$ cat src/rtl/uart_sample_rx.sv
// uart_sample_rx: 8N1 UART receiver that reassembles 4-byte frames
// (0x00, 0x00, {3'b0, s[12:8]}, s[7:0]) into 13-bit samples presented
// through a single-entry valid/ready output register.
module uart_sample_rx #(
    parameter int unsigned UART_CLK_MHZ     = 50,
    parameter int unsigned GAP_TIMEOUT_BITS = 20
) (
    input  logic        clk,
    input  logic        rst_n,
    input  logic [2:0]  baud_sel_i,
    input  logic        rs232_rx_i,
    output logic [12:0] sample_o,
    output logic        sample_valid_o,
    input  logic        sample_ready_i,
    output logic        frame_err_o,
    output logic        proto_err_o,
    output logic        overrun_o
);

    function automatic logic [31:0] calc_div(input logic [31:0] baud);
        return (UART_CLK_MHZ * 32'd1000000 + baud / 32'd2) / baud;
    endfunction

    localparam logic [31:0] DIV_9600   = calc_div(32'd9600);
    localparam logic [31:0] DIV_19200  = calc_div(32'd19200);
    localparam logic [31:0] DIV_38400  = calc_div(32'd38400);
    localparam logic [31:0] DIV_57600  = calc_div(32'd57600);
    localparam logic [31:0] DIV_115200 = calc_div(32'd115200);
    localparam logic [31:0] DIV_230400 = calc_div(32'd230400);
    localparam logic [31:0] DIV_460800 = calc_div(32'd460800);
    localparam logic [31:0] DIV_921600 = calc_div(32'd921600);

    typedef enum logic [1:0] {S_IDLE, S_START, S_DATA, S_STOP} bit_state_t;
    typedef enum logic [1:0] {F_B1, F_B2, F_B3, F_B4} frame_state_t;

    logic         r_sync1, r_sync2, r_sync3;
    bit_state_t   r_bstate;
    logic [31:0]  r_div;
    logic [31:0]  r_baud_cnt;
    logic [2:0]   r_bit_idx;
    logic [7:0]   r_shift;
    logic         r_frame_err;

    frame_state_t r_fstate;
    logic [4:0]   r_hi;
    logic [31:0]  r_gap_cnt;
    logic         r_proto_err;

    logic [12:0]  r_sample;
    logic         r_valid;
    logic         r_overrun;

    logic [31:0]  w_div_sel;
    logic         w_rx;
    logic         w_fall;
    logic         w_tick;
    logic [31:0]  w_half;
    logic         w_stop_sample;
    logic         w_byte_valid;
    logic         w_frame_err;
    logic [31:0]  w_gap_limit;
    logic         w_timeout;
    logic         w_complete;
    logic [12:0]  w_new_sample;

    // Baud divider lookup for the requested rate
    always_comb begin
        w_div_sel = DIV_9600;
        case (baud_sel_i)
            3'd0:    w_div_sel = DIV_9600;
            3'd1:    w_div_sel = DIV_19200;
            3'd2:    w_div_sel = DIV_38400;
            3'd3:    w_div_sel = DIV_57600;
            3'd4:    w_div_sel = DIV_115200;
            3'd5:    w_div_sel = DIV_230400;
            3'd6:    w_div_sel = DIV_460800;
            default: w_div_sel = DIV_921600;
        endcase
    end

    assign w_rx          = r_sync2;
    assign w_fall        = r_sync3 & ~r_sync2;
    assign w_half        = r_div >> 1;
    assign w_tick        = (r_baud_cnt == r_div - 32'd1);
    assign w_stop_sample = (r_bstate == S_STOP) && w_tick;
    assign w_byte_valid  = w_stop_sample & w_rx;
    assign w_frame_err   = w_stop_sample & ~w_rx;

    assign w_gap_limit   = GAP_TIMEOUT_BITS * r_div;
    assign w_timeout     = (r_fstate != F_B1) && (r_gap_cnt >= w_gap_limit);
    assign w_complete    = w_byte_valid && (r_fstate == F_B4);
    assign w_new_sample  = {r_hi, r_shift};

    // Two-flop synchroniser plus a delayed copy for falling-edge detection
    always_ff @(posedge clk or negedge rst_n) begin
        if (!rst_n) begin
            r_sync1 <= 1'b1;
            r_sync2 <= 1'b1;
            r_sync3 <= 1'b1;
        end else begin
            r_sync1 <= rs232_rx_i;
            r_sync2 <= r_sync1;
            r_sync3 <= r_sync2;
        end
    end

    // Bit-level FSM: start detect, mid-bit sampling, stop check
    always_ff @(posedge clk or negedge rst_n) begin
        if (!rst_n) begin
            r_bstate    <= S_IDLE;
            r_div       <= '0;
            r_baud_cnt  <= '0;
            r_bit_idx   <= '0;
            r_shift     <= '0;
            r_frame_err <= 1'b0;
        end else begin
            r_frame_err <= w_frame_err;
            case (r_bstate)
                S_IDLE: begin
                    r_div      <= w_div_sel;
                    r_baud_cnt <= '0;
                    if (w_fall) r_bstate <= S_START;
                end
                S_START: begin
                    if (r_baud_cnt == w_half) begin
                        r_baud_cnt <= '0;
                        r_bit_idx  <= '0;
                        r_bstate   <= w_rx ? S_IDLE : S_DATA;
                    end else begin
                        r_baud_cnt <= r_baud_cnt + 32'd1;
                    end
                end
                S_DATA: begin
                    if (w_tick) begin
                        r_baud_cnt <= '0;
                        r_shift    <= {w_rx, r_shift[7:1]};
                        if (r_bit_idx == 3'd7) r_bstate <= S_STOP;
                        else r_bit_idx <= r_bit_idx + 3'd1;
                    end else begin
                        r_baud_cnt <= r_baud_cnt + 32'd1;
                    end
                end
                default: begin
                    if (w_tick) begin
                        r_baud_cnt <= '0;
                        r_bstate   <= S_IDLE;
                    end else begin
                        r_baud_cnt <= r_baud_cnt + 32'd1;
                    end
                end
            endcase
        end
    end

    // Frame FSM and inter-byte gap watchdog; framing error outranks timeout
    always_ff @(posedge clk or negedge rst_n) begin
        if (!rst_n) begin
            r_fstate    <= F_B1;
            r_hi        <= '0;
            r_gap_cnt   <= '0;
            r_proto_err <= 1'b0;
        end else begin
            r_proto_err <= 1'b0;
            if (w_frame_err) begin
                r_fstate  <= F_B1;
                r_gap_cnt <= '0;
            end else if (w_byte_valid) begin
                r_gap_cnt <= '0;
                case (r_fstate)
                    F_B1: begin
                        if (r_shift == 8'h00) r_fstate <= F_B2;
                        else r_proto_err <= 1'b1;
                    end
                    F_B2: begin
                        if (r_shift == 8'h00) r_fstate <= F_B3;
                        else begin
                            r_proto_err <= 1'b1;
                            r_fstate    <= F_B1;
                        end
                    end
                    F_B3: begin
                        if (r_shift[7:5] == 3'b000) begin
                            r_hi     <= r_shift[4:0];
                            r_fstate <= F_B4;
                        end else begin
                            r_proto_err <= 1'b1;
                            r_fstate    <= F_B1;
                        end
                    end
                    default: r_fstate <= F_B1;
                endcase
            end else if (w_timeout) begin
                r_proto_err <= 1'b1;
                r_fstate    <= F_B1;
                r_gap_cnt   <= '0;
            end else if (r_gap_cnt < w_gap_limit) begin
                r_gap_cnt <= r_gap_cnt + 32'd1;
            end
        end
    end

    // Single-entry output register with valid/ready and overrun detection
    always_ff @(posedge clk or negedge rst_n) begin
        if (!rst_n) begin
            r_sample  <= '0;
            r_valid   <= 1'b0;
            r_overrun <= 1'b0;
        end else begin
            r_overrun <= 1'b0;
            if (w_complete) begin
                if (!r_valid || sample_ready_i) begin
                    r_sample <= w_new_sample;
                    r_valid  <= 1'b1;
                end else begin
                    r_overrun <= 1'b1;
                end
            end else if (r_valid && sample_ready_i) begin
                r_valid <= 1'b0;
            end
        end
    end

    assign sample_o       = r_sample;
    assign sample_valid_o = r_valid;
    assign frame_err_o    = r_frame_err;
    assign proto_err_o    = r_proto_err;
    assign overrun_o      = r_overrun;

endmodule
$ cat config.mk
export PLATFORM = sky130hd
export DESIGN_NAME = uart_sample_rx
export DESIGN_NICKNAME = d
export VERILOG_FILES = /design/src/rtl/uart_sample_rx.sv
export SDC_FILE = /design/constraint.sdc
export NUM_CORES = 1
export LEC_CHECK = 0
export ABC_CLOCK_PERIOD_IN_PS = 6280
export CORE_ASPECT_RATIO = 1.5
export CORE_MARGIN = 2
export CORE_UTILIZATION = 60
export CTS_CLUSTER_DIAMETER = 50
export DETAILED_ROUTE_END_ITERATION = 7
export PLACE_DENSITY = 0.88
export SLEW_MARGIN = 20
export SYNTH_ARGS = -nofsm -noshare
export SYNTH_HDL_FRONTEND = slang
export SYNTH_SLANG_ARGS = --single-unit
$ cat constraint.sdc
create_clock -name clk -period 6.28 [get_ports clk]
set_input_delay 1.884 -clock clk [delete_from_list [all_inputs] [get_ports clk]]
set_output_delay 1.884 -clock clk [all_outputs]
set_load 0.03 [all_outputs]
==> flow_summary.toml <==
[run_status]
outcome = "complete, no violations"

[critical_path]
startpoint_type = "flop"
r2r-end = "r_gap_cnt[22]"
crit_start = "r_div[3]"
r2r_start = "r_div[3]"
crit_path_max_fanout = 14
required_ns = 6.63
endpoint = "r_gap_cnt[22]"
critPathArrivalTime_ns = 5.85
r2r_cells = 20
r2r_slack_ns = 0.78
crit_type = "reg2reg"
cp-end-kind = "flop"

[sta]
rsz0062_at_grt = "false"
period_needed_ns = 5.50
final_max_slew_viol_count = 0
fin_crit_sh_pct = 87.7
setup_ws_ns = 0.776
fmax_ghz = 0.182
whs_ns = 0.360
clock_skew_ns = 0.0101
tightest_slew_ns = 0.940
setup_viol = 0
tns_ns = 0
hold_viol_final = 0
slew_headroom_pct = 37.3

[finish]
fillers = 776
register_area_sq_um = 2930
stdcell_area_sq_um = 7890
layout-drive-gt1-share_pct = 9.14
finish.net_count = 784
final_cell_count_no_fill = 894
syn2layout_area_growth_pct = 13.8
multi_input_comb_area_sq_um = 3740
diodes = 0

[pwr]
pwr-share-clk_pct = 31.9
p_leak_nw = 3.74
swShare_pct = 38.0
combPwrFrac_pct = 37.4
p_per_area_nw_per_um2 = 442
p_switching_w = 0.00132
seqPwrFrac_pct = 30.7
peakVddDrop_mv = 0.224
p_int_w = 0.00216

[floorplan]
die_y_um = 136
dieArea_sq_um = 12400
die_x_um = 91.8
io_pins = 24
floorplan.initialDensity_pct = 60.7
rows = 48
core_area_sq_um = 11400

[routing]
vias = 5403
via_per_inst = 6.04
detail-route-antenna-nets = 0
drt_first_pass_iters = 6
drtIter0Drc = 277
drt_wl_total_um = 15500
wl_per_cell_um = 17.4
drc_errors = 0

[clocking]
cts-buffers-inserted = 17
path_clk_slew_ns = 0.06
insertion_delay_ns = 0.42
clock-root-buffer = "clkbuf_16"
hold_buffers = 0
htreeDepth = 4
post_cts_buffers = 0
numClockSinks = 117
cts-resized-gates = 0
cts_tree = "built"
clockBufferDepth = 2

[synthesis]
yosysMostFrequentCell = "dfrtp_1"
syn-instance-count = 724
synth_cell_types = 60
synth_fa_ha_area_share_pct = 8.41
yosys.area_share.xor_xnor_pct = 10.9
synth.largest_area_cell = "dfrtp_1"
yosysSeqAreaShare_pct = 42.3
synth_area_sq_um = 6930
synth-main-ff-cell = "dfrtp_1"
synth_top_family_by_area = "simple AND/OR/NAND/NOR gates"
synthSimpleGateAreaFrac_pct = 22.3
avgSynthCellArea_sq_um = 9.57
async_reset_ff_share_pct = 100
synth_compound_area_share_pct = 7.26
synth_edf_count = 0
synth.mux.area_fraction_pct = 5.14
ys_ff_latch = 117
synth_top_cells_by_count = "dfrtp_1, nor2_1, nand2_1"
yosys_warnings = 0
synth_top_area_share_pct = 41.2
ys_top_cells_by_area = "dfrtp_1, ha_1, xor2_1"
syn-num-nets = 777

[placed_design]
dp_hpwl_um = 10500
dpl_cell_area_sq_um = 7200
finalWeightedCongestion = 0.898
place.port_buffers = 23
place_ws_ns = 0.918
placed_cells = 861

[grt]
grt_max_degree = 77
grt_pass1_vias = 5670
antenna_found_initial = 0
grt_pass1_wl_um = 26300
grt_overflow_total = 0
track_usage_pct = 26.6

[flow_run]
drv_cap = 0

[min_path]
min_path_type = "reg2reg"
power by group through the flow:
stage	combinational, W	sequential [W]	clock [W]
floorplan	0.00109	0.000948	0
global placement	0.00119	0.00107	0
detailed placement	0.00126	0.00108	0
CTS	0.00129	0.00106	0.00112
global route	0.00147	0.00109	0.00116
finish	0.00130	0.00107	0.00111
metrics by stage:
| stage | util, % | power, W |
|---|---|---|
| after floorplan | - | 0.00204 |
| after global placement | 63.0 | 0.00226 |
| after detailed placement | 63.1 | 0.00233 |
| after CTS | 69.0 | 0.00348 |
| after global routing | 69.1 | 0.00372 |
| final | 69.1 | 0.00348 |
cell families after synthesis:
kind of cell               count (synthesis)
adders and majority gates                 46
xor gates and xnor gates                  86
DFF                                      117
and+or+nand+nor                          301
buffers and inverters                     63
muxes                                     29
AOI/OAI and AO/OA                         82
layout make-up:
cell class / instances / area share, %
Sequential cell: 117 / 37.2
Timing Repair Buffer: 25 / 3.17
Multi-Input combinational cell: 544 / 47.5
Inverter: 26 / 1.24
Tap cell: 150 / 2.38
Clock buffer: 19 / 5.49
Clock inverter: 13 / 3.06
worst min path at each step:
stage / end / slack, ns / from / depth (start not counted)
3_3_place_gp: r_sync2 / 0.35 / r_sync1 / 0
3_5_place_dp: r_sync2 / 0.35 / r_sync1 / 0
6_report: r_sync2 / 0.36 / r_sync1 / 0
2_1_floorplan: r_sync2 / 0.35 / r_sync1 / 0
5_1_grt: r_sync2 / 0.37 / r_sync1 / 0
4_1_cts: r_sync2 / 0.36 / r_sync1 / 0
per-layer routing:
metal | up-vias | routed length [um] | track usage [%] | part of all wire (%)
met1 | 2645 | 6070 | 29.2 | 39
met3 | 64 | 536 | 5.51 | 3.4
met5 | - | 0 | 0 | 0
li1 | 2527 | - | - | -
met4 | 0 | 638 | 14.8 | 4.1
met2 | 167 | 8300 | 47.5 | 53
cell usage in the layout (no fill, tap or decap), types with 6 or more instances in the layout:
master,netlist,routed
a21oi_1,25,25
a31oi_1,7,7
and2_1,15,15
and3_1,11,11
bufinv_16,0,6
clkbuf_16,0,17
clkdlybuf4s50_1,0,22
dfrtp_1,114,114
ha_1,45,45
inv_1,26,26
mux2_2,16,16
mux2_4,9,9
nand2_1,49,49
nand3_1,33,33
nand4_1,23,23
nor2_1,90,90
nor2b_1,9,9
nor3_1,22,22
nor4_1,16,16
o21ai_0,23,23
or3_1,7,7
xnor2_1,42,42
xor2_1,44,44
flip-flops by register name, summed over array words and instances (netlist names):
register / flops
overrun_o: 1
r_bit_idx: 3
r_sync3: 1
r_sync1: 1
r_hi: 5
r_shift: 8
proto_err_o: 1
sample_o: 13
r_gap_cnt: 32
r_div: 13
r_sync2: 1
sample_valid_o: 1
r_baud_cnt: 32
frame_err_o: 1
r_fstate: 2
r_bstate: 2
critical path, cell delays in order (launching register included):
cell and delay [ns]:
dfrtp_1 0.54, ha_1 0.31, ha_1 0.23, fa_1 0.41, a21o_1 0.17, a21oi_1 0.22
o21bai_1 0.11, a21oi_1 0.24, o21ai_0 0.19, a21oi_1 0.27, o21bai_1 0.11, xnor2_1 0.13
ha_1 0.30, a21oi_1 0.16, o21ai_0 0.10, a311oi_1 0.30, o211a_1 0.44, nor2b_1 0.36
nor2_1 0.09, nor2_1 0.53, and2_1 0.24
(Power assumes the default switching activity.)
